--- src/rtl/ysyx_23060332_mem_arbiter_if.sv ---
// Bus bundle between the IFU/LSU requesters, the shared data-memory port and the arbiter.
// The arbiter connects through the slave modport; the environment connects through master.
interface ysyx_23060332_mem_arbiter_if;
    logic        ifu_req_valid;
    logic        ifu_req_ready;
    logic [31:0] ifu_req_addr;
    logic        ifu_resp_valid;
    logic [31:0] ifu_resp_rdata;

    logic        lsu_req_valid;
    logic        lsu_req_ready;
    logic [31:0] lsu_req_addr;
    logic        lsu_req_wen;
    logic [31:0] lsu_req_wdata;
    logic [7:0]  lsu_req_wmask;
    logic        lsu_resp_valid;
    logic [31:0] lsu_resp_rdata;

    logic        mem_ren;
    logic [31:0] mem_raddr;
    logic        mem_wen;
    logic [31:0] mem_waddr;
    logic [31:0] mem_wdata;
    logic [7:0]  mem_wmask;
    logic [31:0] mem_rdata;

    modport slave (
        input  ifu_req_valid, ifu_req_addr,
        input  lsu_req_valid, lsu_req_addr, lsu_req_wen, lsu_req_wdata, lsu_req_wmask,
        input  mem_rdata,
        output ifu_req_ready, ifu_resp_valid, ifu_resp_rdata,
        output lsu_req_ready, lsu_resp_valid, lsu_resp_rdata,
        output mem_ren, mem_raddr, mem_wen, mem_waddr, mem_wdata, mem_wmask
    );

    modport master (
        output ifu_req_valid, ifu_req_addr,
        output lsu_req_valid, lsu_req_addr, lsu_req_wen, lsu_req_wdata, lsu_req_wmask,
        output mem_rdata,
        input  ifu_req_ready, ifu_resp_valid, ifu_resp_rdata,
        input  lsu_req_ready, lsu_resp_valid, lsu_resp_rdata,
        input  mem_ren, mem_raddr, mem_wen, mem_waddr, mem_wdata, mem_wmask
    );
endinterface

--- src/rtl/ysyx_23060332_mem_arbiter.sv ---
// IFU/LSU arbiter for the single data-memory port: one transaction at a time, LATENCY access cycles.
// Define YSYX_23060332_ARB_RR_EN for round-robin arbitration; otherwise LSU has fixed priority.
module ysyx_23060332_mem_arbiter #(
    parameter int unsigned LATENCY = 1
) (
    input  logic                          clk,
    input  logic                          rst,
    ysyx_23060332_mem_arbiter_if.slave    bus
);

    typedef enum logic [1:0] {
        ST_IDLE   = 2'd0,
        ST_ACCESS = 2'd1,
        ST_RESP   = 2'd2
    } state_e;

    localparam logic [3:0] CNT_LOAD = 4'(LATENCY - 1);

    state_e      state_q, state_d;
    logic [3:0]  cnt_q, cnt_d;
    logic [31:0] addr_q, addr_d;
    logic [31:0] wdata_q, wdata_d;
    logic [7:0]  wmask_q, wmask_d;
    logic        wen_q, wen_d;
    logic        owner_lsu_q, owner_lsu_d;
    logic [31:0] ifu_rdata_q, ifu_rdata_d;
    logic [31:0] lsu_rdata_q, lsu_rdata_d;

    logic        grant_ifu_s, grant_lsu_s;
    logic        ifu_ready_s, lsu_ready_s;
    logic        mem_ren_s, mem_wen_s;
    logic [31:0] mem_addr_s, mem_wdata_s;
    logic [7:0]  mem_wmask_s;

`ifdef YSYX_23060332_ARB_RR_EN
    logic        last_lsu_q, last_lsu_d;

    // Round-robin winner: on conflict the requester not granted last time wins.
    always_comb begin
        grant_ifu_s = 1'b0;
        grant_lsu_s = 1'b0;
        if (bus.ifu_req_valid && bus.lsu_req_valid) begin
            grant_ifu_s = last_lsu_q;
            grant_lsu_s = ~last_lsu_q;
        end else begin
            grant_ifu_s = bus.ifu_req_valid;
            grant_lsu_s = bus.lsu_req_valid;
        end
    end
`else
    // Fixed-priority winner: LSU always beats IFU.
    always_comb begin
        grant_lsu_s = bus.lsu_req_valid;
        grant_ifu_s = bus.ifu_req_valid & ~bus.lsu_req_valid;
    end
`endif

    // Ready only in IDLE; held low during reset so no request is taken that reset would drop.
    assign ifu_ready_s = (state_q == ST_IDLE) & ~rst & grant_ifu_s;
    assign lsu_ready_s = (state_q == ST_IDLE) & ~rst & grant_lsu_s;

    // Next-state, request latching, memory port drive and response capture.
    always_comb begin
        state_d     = state_q;
        cnt_d       = cnt_q;
        addr_d      = addr_q;
        wdata_d     = wdata_q;
        wmask_d     = wmask_q;
        wen_d       = wen_q;
        owner_lsu_d = owner_lsu_q;
        ifu_rdata_d = ifu_rdata_q;
        lsu_rdata_d = lsu_rdata_q;
`ifdef YSYX_23060332_ARB_RR_EN
        last_lsu_d  = last_lsu_q;
`endif
        mem_ren_s   = 1'b0;
        mem_wen_s   = 1'b0;
        mem_addr_s  = 32'h0000_0000;
        mem_wdata_s = 32'h0000_0000;
        mem_wmask_s = 8'h00;
        case (state_q)
            ST_IDLE: begin
                if (lsu_ready_s) begin
                    owner_lsu_d = 1'b1;
                    addr_d      = bus.lsu_req_addr;
                    wen_d       = bus.lsu_req_wen;
                    wdata_d     = bus.lsu_req_wdata;
                    wmask_d     = bus.lsu_req_wmask;
                    cnt_d       = CNT_LOAD;
                    state_d     = ST_ACCESS;
`ifdef YSYX_23060332_ARB_RR_EN
                    last_lsu_d  = 1'b1;
`endif
                end else if (ifu_ready_s) begin
                    owner_lsu_d = 1'b0;
                    addr_d      = bus.ifu_req_addr;
                    wen_d       = 1'b0;
                    wdata_d     = 32'h0000_0000;
                    wmask_d     = 8'h00;
                    cnt_d       = CNT_LOAD;
                    state_d     = ST_ACCESS;
`ifdef YSYX_23060332_ARB_RR_EN
                    last_lsu_d  = 1'b0;
`endif
                end else begin
                    state_d = ST_IDLE;
                end
            end
            ST_ACCESS: begin
                mem_ren_s   = ~wen_q;
                mem_addr_s  = addr_q;
                mem_wdata_s = wdata_q;
                mem_wmask_s = wmask_q;
                if (cnt_q == 4'd0) begin
                    // Store commits at the edge closing this cycle; an empty mask writes nothing.
                    mem_wen_s = wen_q & (|wmask_q) & ~rst;
                    if (owner_lsu_q) begin
                        lsu_rdata_d = wen_q ? 32'h0000_0000 : bus.mem_rdata;
                    end else begin
                        ifu_rdata_d = bus.mem_rdata;
                    end
                    state_d = ST_RESP;
                end else begin
                    cnt_d   = cnt_q - 4'd1;
                    state_d = ST_ACCESS;
                end
            end
            ST_RESP: begin
                state_d = ST_IDLE;
            end
            default: begin
                state_d = ST_IDLE;
            end
        endcase
    end

    // State and datapath registers with synchronous reset.
    always_ff @(posedge clk) begin
        if (rst) begin
            state_q     <= ST_IDLE;
            cnt_q       <= 4'd0;
            addr_q      <= 32'h0000_0000;
            wdata_q     <= 32'h0000_0000;
            wmask_q     <= 8'h00;
            wen_q       <= 1'b0;
            owner_lsu_q <= 1'b0;
            ifu_rdata_q <= 32'h0000_0000;
            lsu_rdata_q <= 32'h0000_0000;
`ifdef YSYX_23060332_ARB_RR_EN
            last_lsu_q  <= 1'b1;
`endif
        end else begin
            state_q     <= state_d;
            cnt_q       <= cnt_d;
            addr_q      <= addr_d;
            wdata_q     <= wdata_d;
            wmask_q     <= wmask_d;
            wen_q       <= wen_d;
            owner_lsu_q <= owner_lsu_d;
            ifu_rdata_q <= ifu_rdata_d;
            lsu_rdata_q <= lsu_rdata_d;
`ifdef YSYX_23060332_ARB_RR_EN
            last_lsu_q  <= last_lsu_d;
`endif
        end
    end

    assign bus.ifu_req_ready  = ifu_ready_s;
    assign bus.lsu_req_ready  = lsu_ready_s;
    assign bus.ifu_resp_valid = (state_q == ST_RESP) & ~owner_lsu_q;
    assign bus.lsu_resp_valid = (state_q == ST_RESP) & owner_lsu_q;
    assign bus.ifu_resp_rdata = ifu_rdata_q;
    assign bus.lsu_resp_rdata = lsu_rdata_q;
    assign bus.mem_ren        = mem_ren_s;
    assign bus.mem_raddr      = mem_addr_s;
    assign bus.mem_wen        = mem_wen_s;
    assign bus.mem_waddr      = mem_addr_s;
    assign bus.mem_wdata      = mem_wdata_s;
    assign bus.mem_wmask      = mem_wmask_s;

endmodule

--- src/flat_wrapper.sv ---
// flat-port wrapper written by rule: the top's interface ports become plain ports
module ysyx_23060332_mem_arbiter_flat 
#(
    parameter int unsigned LATENCY = 1
)
  (clk, rst, bus_ifu_req_valid, bus_ifu_req_addr, bus_lsu_req_valid, bus_lsu_req_addr, bus_lsu_req_wen, bus_lsu_req_wdata, bus_lsu_req_wmask, bus_mem_rdata, bus_ifu_req_ready, bus_ifu_resp_valid, bus_ifu_resp_rdata, bus_lsu_req_ready, bus_lsu_resp_valid, bus_lsu_resp_rdata, bus_mem_ren, bus_mem_raddr, bus_mem_wen, bus_mem_waddr, bus_mem_wdata, bus_mem_wmask);
  ysyx_23060332_mem_arbiter_if bus_i ();
  input  logic clk;
  input  logic rst;
  input wire logic [$bits(bus_i.ifu_req_valid)-1:0] bus_ifu_req_valid;
  input wire logic [$bits(bus_i.ifu_req_addr)-1:0] bus_ifu_req_addr;
  input wire logic [$bits(bus_i.lsu_req_valid)-1:0] bus_lsu_req_valid;
  input wire logic [$bits(bus_i.lsu_req_addr)-1:0] bus_lsu_req_addr;
  input wire logic [$bits(bus_i.lsu_req_wen)-1:0] bus_lsu_req_wen;
  input wire logic [$bits(bus_i.lsu_req_wdata)-1:0] bus_lsu_req_wdata;
  input wire logic [$bits(bus_i.lsu_req_wmask)-1:0] bus_lsu_req_wmask;
  input wire logic [$bits(bus_i.mem_rdata)-1:0] bus_mem_rdata;
  output wire logic [$bits(bus_i.ifu_req_ready)-1:0] bus_ifu_req_ready;
  output wire logic [$bits(bus_i.ifu_resp_valid)-1:0] bus_ifu_resp_valid;
  output wire logic [$bits(bus_i.ifu_resp_rdata)-1:0] bus_ifu_resp_rdata;
  output wire logic [$bits(bus_i.lsu_req_ready)-1:0] bus_lsu_req_ready;
  output wire logic [$bits(bus_i.lsu_resp_valid)-1:0] bus_lsu_resp_valid;
  output wire logic [$bits(bus_i.lsu_resp_rdata)-1:0] bus_lsu_resp_rdata;
  output wire logic [$bits(bus_i.mem_ren)-1:0] bus_mem_ren;
  output wire logic [$bits(bus_i.mem_raddr)-1:0] bus_mem_raddr;
  output wire logic [$bits(bus_i.mem_wen)-1:0] bus_mem_wen;
  output wire logic [$bits(bus_i.mem_waddr)-1:0] bus_mem_waddr;
  output wire logic [$bits(bus_i.mem_wdata)-1:0] bus_mem_wdata;
  output wire logic [$bits(bus_i.mem_wmask)-1:0] bus_mem_wmask;
  assign bus_i.ifu_req_valid = bus_ifu_req_valid;
  assign bus_i.ifu_req_addr = bus_ifu_req_addr;
  assign bus_i.lsu_req_valid = bus_lsu_req_valid;
  assign bus_i.lsu_req_addr = bus_lsu_req_addr;
  assign bus_i.lsu_req_wen = bus_lsu_req_wen;
  assign bus_i.lsu_req_wdata = bus_lsu_req_wdata;
  assign bus_i.lsu_req_wmask = bus_lsu_req_wmask;
  assign bus_i.mem_rdata = bus_mem_rdata;
  assign bus_ifu_req_ready = bus_i.ifu_req_ready;
  assign bus_ifu_resp_valid = bus_i.ifu_resp_valid;
  assign bus_ifu_resp_rdata = bus_i.ifu_resp_rdata;
  assign bus_lsu_req_ready = bus_i.lsu_req_ready;
  assign bus_lsu_resp_valid = bus_i.lsu_resp_valid;
  assign bus_lsu_resp_rdata = bus_i.lsu_resp_rdata;
  assign bus_mem_ren = bus_i.mem_ren;
  assign bus_mem_raddr = bus_i.mem_raddr;
  assign bus_mem_wen = bus_i.mem_wen;
  assign bus_mem_waddr = bus_i.mem_waddr;
  assign bus_mem_wdata = bus_i.mem_wdata;
  assign bus_mem_wmask = bus_i.mem_wmask;
  ysyx_23060332_mem_arbiter #(.LATENCY(LATENCY)) u_core (.clk(clk), .rst(rst), .bus(bus_i));
endmodule
--- config.mk ---
export PLATFORM = sky130hd
export DESIGN_NAME = ysyx_23060332_mem_arbiter_flat
export DESIGN_NICKNAME = d
export VERILOG_FILES = /design/src/rtl/ysyx_23060332_mem_arbiter_if.sv /design/src/rtl/ysyx_23060332_mem_arbiter.sv /design/src/flat_wrapper.sv
export SDC_FILE = /design/constraint.sdc
export NUM_CORES = 1
export LEC_CHECK = 0
export CORE_MARGIN = 1.5
export CORE_UTILIZATION = 35
export CTS_BUF_LIST = sky130_fd_sc_hd__clkbuf_2 sky130_fd_sc_hd__clkbuf_4 sky130_fd_sc_hd__clkbuf_8
export DETAILED_ROUTE_END_ITERATION = 16
export PLACE_DENSITY = 0.69
export RECOVER_POWER = 50
export SETUP_SLACK_MARGIN = 0.02
export SYNTH_ARGS = -nofsm -noshare
export SYNTH_HDL_FRONTEND = slang
export SYNTH_SLANG_ARGS = --single-unit
--- constraint.sdc ---
create_clock -name clk -period 2.4 [get_ports clk]
set_input_delay 0.48 -clock clk [delete_from_list [all_inputs] [get_ports clk]]
set_output_delay 0.48 -clock clk [all_outputs]
set_load 0.1 [all_outputs]
Word level (Yosys, flattened, before mapping)
Cells that the tools add are included.
{"block": "op_classes", "add_sub_neg": 1, "n_mul": 0, "n_div": 0, "magnitude_cmp": 0, "eq_ne": 4, "shifts": 0, "muxes": 24, "n_bitwise": 12, "reduce_logical": 9}
{"cell": "$mux W32", "count": 7}
{"cell": "$mux W8", "count": 3}
{"cell": "$mux W4", "count": 3}
{"cell": "$reduce_and A3 Y1", "count": 3}
{"cell": "$and A1 B1 Y1", "count": 8}
{"cell": "$pmux W4 S2", "count": 1}
{"cell": "$reduce_or A8 Y1", "count": 1}
{"cell": "$mux W1", "count": 7}
{"cell": "$logic_not A4 Y1", "count": 1}
{"cell": "$mux W2", "count": 2}
{"cell": "$not A1 Y1", "count": 4}
{"cell": "$pmux W2 S2", "count": 1}
{"cell": "$reduce_bool A2 Y1", "count": 2}
{"cell": "$sub A4 B1 Y4 const B", "count": 1}
{"cell": "$ne A3 B3 Y1 const B", "count": 1}
{"cell": "$eq A2 B1 Y1 const B", "count": 1}
{"cell": "$eq A2 B2 Y1 const B", "count": 1}
{"cell": "$logic_not A2 Y1", "count": 1}
{"cell": "$ne A2 B2 Y1 const B", "count": 1}
{"cell": "$reduce_and A2 Y1", "count": 1}
{"block": "totals", "ff_bits": 144, "latchBits": 0, "ramBits": 0, "romBits": 0, "inputBits": 141, "out_inout_bits": 174, "n_memories": 0}

Depth between registers and ports, before layout
{"block": "depth", "word_depth": 6, "depth_mapped": 8, "ltp_nobuf": 5}

Worst setup path after synthesis
No wires, ideal clock.
{"block": "synth_timing", "path_type": "input to output", "start": "in rst", "end": "out bus_ifu_req_ready", "arrival_time_ps": 3359, "required_ps": 1920, "slack_ps": -1439, "path_stages": 4, "path_cell_list": "clkbuf_1 -> or3_1 -> clkbuf_1 -> nor3b_1"}
{"block": "synth_between", "elab_chain_len": 3}
{"element": "from (decl)", "line_no": "flat_wrapper.sv:9", "rtl": "input logic rst;"}
{"element": "$not A1 Y1", "line_no": "ysyx_23060332_mem_arbiter.sv:59", "rtl": "assign ifu_ready_s = (state_q == ST_IDLE) & ~rst & grant_ifu_s;"}
{"element": "$and A1 B1 Y1 (2 in series)", "line_no": "ysyx_23060332_mem_arbiter.sv:59"}
{"element": "to (decl)", "line_no": "flat_wrapper.sv:18", "rtl": "output wire logic [$bits(bus_i.ifu_req_ready)-1:0] bus_ifu_req_ready;"}
Every way passes these cells.

Worst setup path after layout
{"block": "layout_timing", "start": "reg u_core.cnt_q[0]", "end": "out bus_mem_wen"}
{"block": "layout_between", "elab_chain_len": 3}
{"element": "from (decl)", "line_no": "ysyx_23060332_mem_arbiter.sv:20", "rtl": "logic [3:0] cnt_q, cnt_d;"}
{"element": "from (signal assigned)", "line_no": "ysyx_23060332_mem_arbiter.sv:154", "rtl": "cnt_q <= cnt_d;"}
{"element": "$logic_not A4 Y1", "line_no": "ysyx_23060332_mem_arbiter.sv:114", "rtl": "if (cnt_q == 4'd0) begin"}
{"element": "$mux W1", "line_no": "ysyx_23060332_mem_arbiter.sv:114"}
{"element": "$mux W1", "line_no": "ysyx_23060332_mem_arbiter.sv:81", "rtl": "case (state_q)"}
{"element": "to (decl)", "line_no": "flat_wrapper.sv:26", "rtl": "output wire logic [$bits(bus_i.mem_wen)-1:0] bus_mem_wen;"}
Every way passes these cells.

==> results.py <==
metrics = {
    "outcome": {
        "status": "complete, no violations",
    },
    "cts": {
        "cts_made_buffers": 17,
        "cts_tree": "built",
        "max-clock-path-buffers": 2,
        "clk_pin_slew_worst_paths_ps": 90,
        "cts_max_level": 4,
        "worstSkewPairLatency_ps": 450,
        "cts.sinks": 144,
        "clk_root_buffer_cell": "sky130_fd_sc_hd__clkbuf_8",
        "cts_hold_buffers": 0,
    },
    "placement": {
        "port_buffers": 314,
        "placedCellCount": 1351,
        "gpl.final_weighted_congestion": 0.794,
        "place_ws_ps": 59.4,
        "place_hpwl_um": 16800,
    },
    "sta": {
        "final_critical_path_setup_slack_ps": 21.6,
        "timing.clock.skew_ps": 13.5,
        "setup_repair_after_global_routing_missed_its_margin": "yes",
        "slew_violations": 0,
        "worst_pin_slew_ps": 803,
        "period_minus_slack_ps": 2380,
        "hold_violations": 0,
        "timing.slew.headroom_pct": 46.5,
        "hold_slack_ps": 333,
        "fmax_mhz": 420,
        "final_period_util_pct": 99.1,
        "final-setup-viol-count": 0,
    },
    "logic_synthesis": {
        "ys_seq_elements": 144,
        "async_flop_share_pct": 0,
        "post_synth_xor_area_fraction_pct": 0,
        "synth-main-ff-cell": "sky130_fd_sc_hd__dfxtp_1",
        "synth_compound_gate_area_share_pct": 25.4,
        "yosys_warnings": 0,
        "synth-seq-area-share_pct": 39.9,
        "synth.cell_area_um2": 7230,
        "synth.area.mux_share_pct": 0,
        "synth-adder-area-share_pct": 0.346,
        "post_synth_main_area_contributors": "sky130_fd_sc_hd__dfxtp_1 40%, sky130_fd_sc_hd__a21oi_1 9.6%, sky130_fd_sc_hd__o31ai_1 6.8%, sky130_fd_sc_hd__and2_1 6.3%, sky130_fd_sc_hd__nand2_1 5.1%",
        "library_cell_with_the_highest_instance_count_after_synthesis": "sky130_fd_sc_hd__dfxtp_1",
        "netlist.top_cell.by_area": "sky130_fd_sc_hd__dfxtp_1",
        "syn-mean-instance-area_um2": 8.26,
        "synth_top_family_by_area": "compound AO/OA/AOI/OAI gates",
        "netlist.area_leader.share_pct": 39.9,
        "syn_nets": 1018,
        "synth_common_cells": "144 x sky130_fd_sc_hd__dfxtp_1, 139 x sky130_fd_sc_hd__a21oi_1, 99 x sky130_fd_sc_hd__nand2_1",
        "post_synthesis_cell_type_count": 42,
        "yosys.area_share.simple_pct": 24.7,
        "number_of_synthesized_flops_with_an_enable_pin": 0,
        "synthesis.instances": 875,
    },
    "setup_path": {
        "worst_setup_path_end_kind": "output port",
        "critical_path_rt_ps": 1920,
        "worst-r2r-cell-count": 8,
        "critical_path_peak_fanout": 2,
        "crit_path_start_kind": "flop",
        "worstPathArrival_ps": 1900,
        "path_class": "reg2out",
    },
    "drt": {
        "post-route-drc-count": 0,
        "wire_per_inst_um": 18.1,
        "drt-initial-drc-count": 379,
        "ant_nets": 0,
        "vias_per_cell": 5.30,
        "drt_pass1_iterations": 5,
        "routed_wirelength_um": 25200,
        "routed-via-count": 7374,
    },
    "global_routing": {
        "number_of_antenna_violations_at_the_first_check_in_global_routing": 0,
        "track_usage_pct": 22.8,
        "first_pass_grt_wire_length_um": 39300,
        "grt_max_degree": 131,
        "number_of_global_route_vias_before_repair": 7143,
        "grt.overflow.total": 0,
    },
    "power": {
        "vdd_drop_max_v": 0.000364,
        "portion_of_total_power_attributed_to_the_clock_network_pct": 29.5,
        "report.power.total_mw": 6.20,
        "power_per_cell_area_nw_per_um2": 520,
        "internal-power_mw": 3.92,
        "switching_share_pct": 36.8,
        "total_leakage_power_nw": 4.39,
        "seq_power_share_pct": 41.6,
        "comb_power_share_pct": 28.9,
        "power.switching_mw": 2.28,
    },
    "finish": {
        "final_core_utilization_pct": 58.9,
        "antenna_cells": 0,
        "nets": 1251,
        "fin_cells": 1391,
        "area_growth_pct": 64.9,
        "drive_gt1_share_pct": 30.6,
    },
    "floorplanning": {
        "die-area_um2": 21500,
        "design.core.area_um2": 20200,
        "num_rows": 52,
        "die_height_um": 147,
        "floorplan.initialDensity_pct": 35.7,
        "io_pins": 315,
        "die_w_um": 147,
    },
    "min_path": {
        "min-delay-path-class": "in2reg",
        "min_path_cells": 2,
    },
    "flow_run": {
        "max_cap_viol_count": 0,
    },
}
## final timing paths
| path | startpoint | slack [ps] | endpoint |
|---|---|---|---|
| setup / recovery | u_core.cnt_q[0] | 20 | bus_mem_wen |
| hold / removal | rst | 330 | u_core.cnt_q[2] |
| setup reg to reg | u_core.cnt_q[0] | 510 | u_core.bus.lsu_resp_rdata[12] |
| hold reg to reg | u_core.bus.lsu_resp_rdata[5] | 470 | u_core.bus.lsu_resp_rdata[5] |
## layer usage
metal  up-vias  track usage (%)  share of wire [%]  wire length, um
li1       3562                -                  -                -
met1      3525             27.2                 40            10100
met2       260             40.2                 51            12900
met3        27             6.30                7.2             1820
met4         0             6.06                1.8              447
met5         -                0                  0                0
## cells by family after synthesis
kind of cell | count (synthesis)
AOI/OAI and AO/OA | 283
DFF | 144
and+or+nand+nor | 305
adders and majority gates | 2
buffers and inverters | 141
## worst max-delay path, cell delays in order, from the launching register on
cell and delay (ps):
sky130_fd_sc_hd__dfxtp_2 330, sky130_fd_sc_hd__inv_2 80, sky130_fd_sc_hd__ha_4 140, sky130_fd_sc_hd__or3b_4 390, sky130_fd_sc_hd__nor3_4 130, sky130_fd_sc_hd__and3_4 220
sky130_fd_sc_hd__buf_12 170
## final cells by class
| cell class | instances | area, um^2 |
|---|---|---|
| clock inverter | 15 | 124 |
| tap | 270 | 338 |
| clock buffer | 17 | 234 |
| inverter | 5 | 20.0 |
| sequential | 144 | 2890 |
| multi-input combinational | 590 | 3820 |
| timing repair buffer | 350 | 4480 |
| fill | 1748 | 8320 |
## power by group through the flow
| stage | combinational [mW] | sequential [mW] | clock [mW] |
|---|---|---|---|
| floorplan | 0.876 | 2.86 | 0 |
| global placement | 1.77 | 2.63 | 0 |
| detailed placement | 1.78 | 2.63 | 0 |
| CTS | 1.80 | 2.58 | 1.87 |
| global route | 1.89 | 2.59 | 1.97 |
| finish | 1.79 | 2.58 | 1.83 |
## timing repair
item,in CTS,in global routing
gates cloned,1,0
buffers inserted,4,3
setup endpoints to repair,9,3
pin swaps,3,4
resized for setup,10,3
## sequential cells by signal, summed over array words and instances, names as in the netlist
register                   count
u_core.owner_lsu_q             1
u_core.wmask_q                 8
u_core.bus.ifu_resp_rdata     32
u_core.bus.lsu_resp_rdata     32
u_core.cnt_q                   4
u_core.wen_q                   1
u_core.state_q                 2
u_core.wdata_q                32
u_core.addr_q                 32
## cells in the final DEF (no fill, tap or decap), types with 35 or more instances in the layout
cell type                           n
sky130_fd_sc_hd__clkdlybuf4s50_1  139
sky130_fd_sc_hd__nand2_1           99
sky130_fd_sc_hd__buf_4             91
sky130_fd_sc_hd__a21oi_1          139
sky130_fd_sc_hd__buf_12           119
sky130_fd_sc_hd__o21ai_0           41
sky130_fd_sc_hd__o31ai_1           65
sky130_fd_sc_hd__and2_2            51
sky130_fd_sc_hd__dfxtp_1          140
sky130_fd_sc_hd__nand2b_1          35
## per-stage QoR
step / setup TNS [ps] / cell area, um^2
2_1_floorplan: -58.6 / 7320
3_3_place_gp: 0 / 11400
3_5_place_dp: 0 / 11400
4_1_cts: -34.7 / 11900
5_1_grt: -62.0 / 11900
6_report: 0 / 11900
Power figures use the tool's default switching activity.
